===== src/rtl/leaf_arb_pkg.sv =====
`default_nettype none
// ============================================================================
//  Module   : leaf_arb_pkg
//  Brief    : Shared types, constants and helpers for the leaf pair arbiter.
//  Revision : 1.0 - initial release
// ============================================================================
package leaf_arb_pkg;

    localparam int PKT_W     = 49;
    localparam int VALID_BIT = PKT_W - 1;

    typedef logic [PKT_W-1:0] pkt_t;
    typedef logic             page_t;

    // Increment that sticks at max_value instead of wrapping.
    function automatic logic [31:0] sat_inc(input logic [31:0] value,
                                            input logic [31:0] max_value);
        return (value >= max_value) ? value : value + 32'd1;
    endfunction

endpackage
`default_nettype wire


===== src/rtl/leaf_pkt_fifo.sv =====
`default_nettype none
// ============================================================================
//  Module   : leaf_pkt_fifo
//  Brief    : Synchronous packet FIFO; full/empty decoded from wrap-bit pointers.
//  Revision : 1.0 - initial release
// ============================================================================
module leaf_pkt_fifo
    import leaf_arb_pkg::*;
#(
    parameter int WIDTH = PKT_W,
    parameter int DEPTH = 4
) (
    input  logic                   clk,
    input  logic                   reset_n,
    input  logic                   push,
    input  logic [WIDTH-1:0]       push_data,
    input  logic                   pop,
    output logic [WIDTH-1:0]       pop_data,
    output logic                   full,
    output logic                   empty,
    output logic [$clog2(DEPTH):0] count
);

    localparam int c_AW = $clog2(DEPTH);

    logic [c_AW:0]      r_wr_ptr;
    logic [c_AW:0]      r_rd_ptr;
    logic [WIDTH-1:0]   r_mem [DEPTH];
    logic               w_do_pop;
    logic               w_do_push;

    assign empty = (r_wr_ptr == r_rd_ptr);
    assign full  = (r_wr_ptr[c_AW] != r_rd_ptr[c_AW]) &&
                   (r_wr_ptr[c_AW-1:0] == r_rd_ptr[c_AW-1:0]);
    assign count = r_wr_ptr - r_rd_ptr;

    assign w_do_pop  = pop && !empty;
    // A full FIFO still takes a word when the head leaves in the same cycle.
    assign w_do_push = push && (!full || w_do_pop);

    assign pop_data = r_mem[r_rd_ptr[c_AW-1:0]];

    always_ff @(posedge clk) begin
        if (w_do_push) begin
            r_mem[r_wr_ptr[c_AW-1:0]] <= push_data;
        end
    end

    always_ff @(posedge clk or negedge reset_n) begin
        if (!reset_n) begin
            r_wr_ptr <= '0;
            r_rd_ptr <= '0;
        end else begin
            if (w_do_push) begin
                r_wr_ptr <= r_wr_ptr + 1'b1;
            end
            if (w_do_pop) begin
                r_rd_ptr <= r_rd_ptr + 1'b1;
            end
        end
    end

endmodule
`default_nettype wire


===== src/rtl/leaf_pair_arbiter.sv =====
`default_nettype none
// ============================================================================
//  Module   : leaf_pair_arbiter
//  Brief    : Merges two page FIFOs onto one BFT leaf (round robin) and steers
//             leaf packets back to the addressed page.
//  Revision : 1.0 - initial release
// ============================================================================
module leaf_pair_arbiter
    import leaf_arb_pkg::*;
#(
    parameter int PKT_W      = leaf_arb_pkg::PKT_W,
    parameter int FIFO_DEPTH = 4,
    parameter int DEST_BIT   = 42,
    parameter int CNT_W      = 8
) (
    input  logic             clk,
    input  logic             reset_n,
    input  logic [PKT_W-1:0] din_leaf_bft2interface,
    output logic [PKT_W-1:0] dout_leaf_interface2bft,
    input  logic             bft_ready,
    input  logic [PKT_W-1:0] din_page_0,
    input  logic [PKT_W-1:0] din_page_1,
    output logic [PKT_W-1:0] dout_page_0,
    output logic [PKT_W-1:0] dout_page_1,
    output logic             resend_0,
    output logic             resend_1,
    output logic [CNT_W-1:0] drop_cnt_0,
    output logic [CNT_W-1:0] drop_cnt_1,
    output logic             grant_last
);

    localparam int          c_CW        = $clog2(FIFO_DEPTH) + 1;
    localparam logic [31:0] c_cnt_max   = 32'((64'd1 << CNT_W) - 64'd1);

    logic [PKT_W-1:0] w_din   [2];
    logic [PKT_W-1:0] w_head  [2];
    logic [c_CW-1:0]  w_count [2];
    logic [1:0]       w_full;
    logic [1:0]       w_empty;
    logic [1:0]       w_pop;
    logic             w_pop_any;
    page_t            w_sel;

    logic [PKT_W-1:0] r_dout_leaf;
    logic [PKT_W-1:0] r_dout_page_0;
    logic [PKT_W-1:0] r_dout_page_1;
    page_t            r_grant_last;
    page_t            r_rr_prio;
    logic             w_unused_count;

    assign w_din[0] = din_page_0;
    assign w_din[1] = din_page_1;
    assign w_unused_count = ^{w_count[0], w_count[1]};

    // ------------------------------------------------------------------
    // Per-page ingress: FIFO, drop detection, resend pulse, drop counter
    // ------------------------------------------------------------------
    for (genvar n = 0; n < 2; n++) begin : g_page
        logic             w_req;
        logic             w_push;
        logic             w_drop;
        logic             r_resend;
        logic [CNT_W-1:0] r_drop_cnt;

        assign w_req  = w_din[n][PKT_W-1];
        assign w_push = w_req && (!w_full[n] || w_pop[n]);
        assign w_drop = w_req && !w_push;

        leaf_pkt_fifo #(
            .WIDTH (PKT_W),
            .DEPTH (FIFO_DEPTH)
        ) u_fifo (
            .clk       (clk),
            .reset_n   (reset_n),
            .push      (w_push),
            .push_data (w_din[n]),
            .pop       (w_pop[n]),
            .pop_data  (w_head[n]),
            .full      (w_full[n]),
            .empty     (w_empty[n]),
            .count     (w_count[n])
        );

        always_ff @(posedge clk or negedge reset_n) begin
            if (!reset_n) begin
                r_resend   <= 1'b0;
                r_drop_cnt <= '0;
            end else begin
                r_resend <= w_drop;
                if (w_drop) begin
                    r_drop_cnt <= CNT_W'(sat_inc(32'(r_drop_cnt), c_cnt_max));
                end
            end
        end
    end

    // ------------------------------------------------------------------
    // Round-robin pop selection; r_rr_prio is the page favoured on a tie
    // ------------------------------------------------------------------
    always_comb begin
        w_sel = r_rr_prio;
        if (!w_empty[0] && w_empty[1]) begin
            w_sel = 1'b0;
        end else if (w_empty[0] && !w_empty[1]) begin
            w_sel = 1'b1;
        end
        w_pop_any = bft_ready && !(&w_empty);
        w_pop[0]  = w_pop_any && (w_sel == 1'b0);
        w_pop[1]  = w_pop_any && (w_sel == 1'b1);
    end

    always_ff @(posedge clk or negedge reset_n) begin
        if (!reset_n) begin
            r_dout_leaf  <= '0;
            r_grant_last <= 1'b0;
            r_rr_prio    <= 1'b0;
        end else if (w_pop_any) begin
            r_dout_leaf  <= w_head[w_sel];
            r_grant_last <= w_sel;
            r_rr_prio    <= ~w_sel;
        end else begin
            r_dout_leaf  <= '0;
        end
    end

    // ------------------------------------------------------------------
    // Downstream steering: unbuffered, one register stage
    // ------------------------------------------------------------------
    always_ff @(posedge clk or negedge reset_n) begin
        if (!reset_n) begin
            r_dout_page_0 <= '0;
            r_dout_page_1 <= '0;
        end else begin
            r_dout_page_0 <= '0;
            r_dout_page_1 <= '0;
            if (din_leaf_bft2interface[PKT_W-1]) begin
                if (din_leaf_bft2interface[DEST_BIT]) begin
                    r_dout_page_1 <= din_leaf_bft2interface;
                end else begin
                    r_dout_page_0 <= din_leaf_bft2interface;
                end
            end
        end
    end

    assign dout_leaf_interface2bft = r_dout_leaf;
    assign dout_page_0             = r_dout_page_0;
    assign dout_page_1             = r_dout_page_1;
    assign grant_last              = r_grant_last;
    assign resend_0                = g_page[0].r_resend;
    assign resend_1                = g_page[1].r_resend;
    assign drop_cnt_0              = g_page[0].r_drop_cnt;
    assign drop_cnt_1              = g_page[1].r_drop_cnt;

endmodule
`default_nettype wire


===== config.mk =====
export PLATFORM = sky130hd
export DESIGN_NAME = leaf_pair_arbiter
export DESIGN_NICKNAME = d
export VERILOG_FILES = /design/src/rtl/leaf_arb_pkg.sv /design/src/rtl/leaf_pkt_fifo.sv /design/src/rtl/leaf_pair_arbiter.sv
export SDC_FILE = /design/constraint.sdc
export NUM_CORES = 1
export LEC_CHECK = 0
export CAP_MARGIN = 30
export CORE_MARGIN = 4
export CORE_UTILIZATION = 61
export CTS_CLUSTER_SIZE = 24
export DETAILED_ROUTE_END_ITERATION = 10
export DONT_BUFFER_PORTS = 1
export PLACE_DENSITY = 0.84
export SLEW_MARGIN = 15
export SYNTH_ARGS = -nofsm -noshare
export SYNTH_HDL_FRONTEND = slang
export SYNTH_HIERARCHICAL = 1
export SYNTH_SLANG_ARGS = --single-unit
export TNS_END_PERCENT = 20

===== constraint.sdc =====
create_clock -name clk -period 6.7 [get_ports clk]
set_input_delay 1.34 -clock clk [delete_from_list [all_inputs] [get_ports clk]]
set_output_delay 1.34 -clock clk [all_outputs]
set_load 0.01 [all_outputs]

==> reports/metrics.csv <==
stage,metric,value,unit
power_and_ir_drop,ir_drop,363,uV
global_route,antenna_found_initial,2,
die,io_pins,316,
route,wl_met3,5300,um
timing,fmax,0.238,GHz
placement,hpwl,30200,um
timing,skew,0.0234,ns
worst_setup_path,critPathArrivalTime,4.44,ns
worst_setup_path,start_kind,flop,
worst_setup_path,r2r_start,g_page[0].u_fifo/r_rd_ptr[1]$_DFFE_PN0P_,
global_route,grt_overflow_total,0,
synth,syn-num-nets,1174,
global_route,grt_pass1_wl,70800,um
global_route,grt_max_degree,178,
die,core.rowCount,67,
placement,numPortBuffers,0,
route,avgViaCountPerCell,6.44,
global_route,grt_use_total,26.1,%
timing,timing.slew.headroom,44.2,%
synth,netlist_area,20800,um2
route,ant_nets,0,
die,fp.dieW,192,um
worst_setup_path,critPathLaunch,g_page[0].u_fifo/r_rd_ptr[1]$_DFFE_PN0P_,
worst_setup_path,crit_required,6.93,ns
clock_network,cts_resized,0,
route,met2_wirelength,25500,um
route,wl_met1,16000,um
cells_and_area,nNetsFinal,1197,
cells_and_area,n_fill_cell,1976,
synth,synth_area_per_cell,20.6,um2
route,drt_first_pass_iters,7,
global_route,grt_pass1_vias,10502,
worst_setup_path,crit_path_max_fanout,52,
worst_setup_path,end_kind,flop,
timing,worst_pin_slew,0.837,ns
timing,setup_viol_count_final,0,
timing,fin_tns_setup,0,ns
timing,hold_viol,0,
run,maxCapViolCount,0,
route,highest_layer,met4,
clock_network,htreeDepth,2,
run_status,status,"complete, no violations",
timing,whs,0.445,ns
hold_path,hold_path_class,input pin to asynchronous set/reset pin,
route,vias,9824,
clock_network,tritoncts,built,
die,dieArea,37000,um2
timing,fin_crit_sh,62.7,%
clock_network,cts_num_sinks,569,
power_and_ir_drop,power_density,462,nW/um2
synth,ys_warn_count,6,
die,fp.coreArea,33500,um2
power_and_ir_drop,total_leakage_power,8.64,nW
clock_network,cts_made_buffers,54,
clock_network,clk_transition_reported_paths,0.06,ns
clock_network,holdBufCountCts,0,
worst_setup_path,critPathKind,flop to flop,
timing,finalCriticalPeriod,4.20,ns
cells_and_area,syn_to_final_growth,11.3,%
clock_network,clock_latency,0.58,ns
placement,gp_congestion,0.811,
timing,finalMaxSlewViolations,0,
die,initial_core_util,61.9,%
route,drc,0,
clock_network,cts_root_buf,clkbuf_16,
clock_network,clockBufferDepth,3,
route,drtIter0Drc,1012,
cells_and_area,regArea,16200,um2
route,wl_per_cell,31.7,um
synth,syn_inst,1008,
route,wl,48300,um
cells_and_area,multi_input_area,4300,um2
die,die_y,192,um
clock_network,cts_setup_buffers,0,
timing,rsz0062_at_grt,no,
cells_and_area,drive_above_1_share,21.6,%
-- routing by layer --
metal | vias up | global-route usage [%]
met5 | - | 0
met4 | 0 | 8.64
met3 | 79 | 8.83
met2 | 579 | 45.0
met1 | 5188 | 31.3
li1 | 3978 | -
-- path summary, 6_finish.rpt --
| path | to | slack, ns | cells after the start |
|---|---|---|---|
| min in group clk | g_page[0].u_fifo/r_wr_ptr[0]$_DFFE_PN0P_ | 0.54 | 1 |
| max reg2reg | g_page[0].u_fifo/r_mem[1][22]$_DFFE_PP_ | 2.50 | 10 |
| min | dout_leaf_interface2bft[30]$_DFF_PN0_ | 0.45 | 0 |
| max in group asynchronous | dout_page_1[35]$_DFF_PN0_ | 5.90 | 0 |
| min reg2reg | g_page[0].u_fifo/r_wr_ptr[0]$_DFFE_PN0P_ | 0.54 | 1 |
| max | g_page[0].u_fifo/r_mem[1][22]$_DFFE_PP_ | 2.50 | 10 |
-- cell type report --
| type | count | area share, % |
|---|---|---|
| diodes | 4 | 0.0433 |
| clock buffers | 81 | 6.94 |
| well taps | 448 | 2.43 |
| multi-input cells | 374 | 18.6 |
| repair buffers | 18 | 0.953 |
| clock inverters | 17 | 0.607 |
| inverters | 14 | 0.228 |
| flip-flops and latches | 569 | 70.2 |
-- critical path, stage by stage (launching register included) --
cell and delay (ns):
dfrtp_2 0.34, buf_4 0.64, inv_1 0.13, ha_1 0.35
nand2_1 0.15, nor2b_1 0.10, and2b_4 0.29, nand2_1 0.08
a21boi_0 0.41, and3_2 0.85, buf_4 0.46
-- power by group --
part           internal, W  switching [W]
Clock              0.00170        0.00127
Combinational      0.00115        0.00145
Sequential         0.00466       0.000436
Total              0.00751        0.00315
-- layout by cell type, fill, tap and decap left out, drive strengths merged, types with 2 or more instances in the layout --
master and n:
clkbuf 81, nor3 3, mux2i 4, and2 49
or2 2, xor2 2, dfrtp 177, and3 57
nor2b 3, a22o 49, inv 17, mux4 98
diode 4, nand2 17, a21oi 6, buf 18
clkinv 12, nand4 4, xnor2 12, ha 16
nand3 8, nand3b 2, nand2b 2, nor2 11
a31o 2, o21ai 8, edfxtp 392, mux2 11
and2b 2
-- through the flow --
step	total power (W)	worst slack [ns]	utilization, %	area [um2]	std cells
finish	0.0107	2.50	68.9	23100	1525
global route	0.0111	2.29	68.9	23100	1525
CTS	0.0107	2.50	68.8	23100	1520
detailed placement	0.00769	2.62	63.6	21300	1422
global placement	0.00752	2.55	63.3	21200	1418
floorplan	0.00688	1.71	-	20800	1008
-- registers in the layout (all words and copies together), names as in the netlist --
signal	count
grant_last	1
drop_cnt_1	8
dout_leaf_interface2bft	49
drop_cnt_0	8
resend_1	1
dout_page_0	48
g_page.u_fifo/r_wr_ptr	6
g_page.u_fifo/r_mem	392
r_rr_prio	1
g_page.u_fifo/r_rd_ptr	6
resend_0	1
dout_page_1	48
No activity file was read; power rests on OpenSTA's default activity.
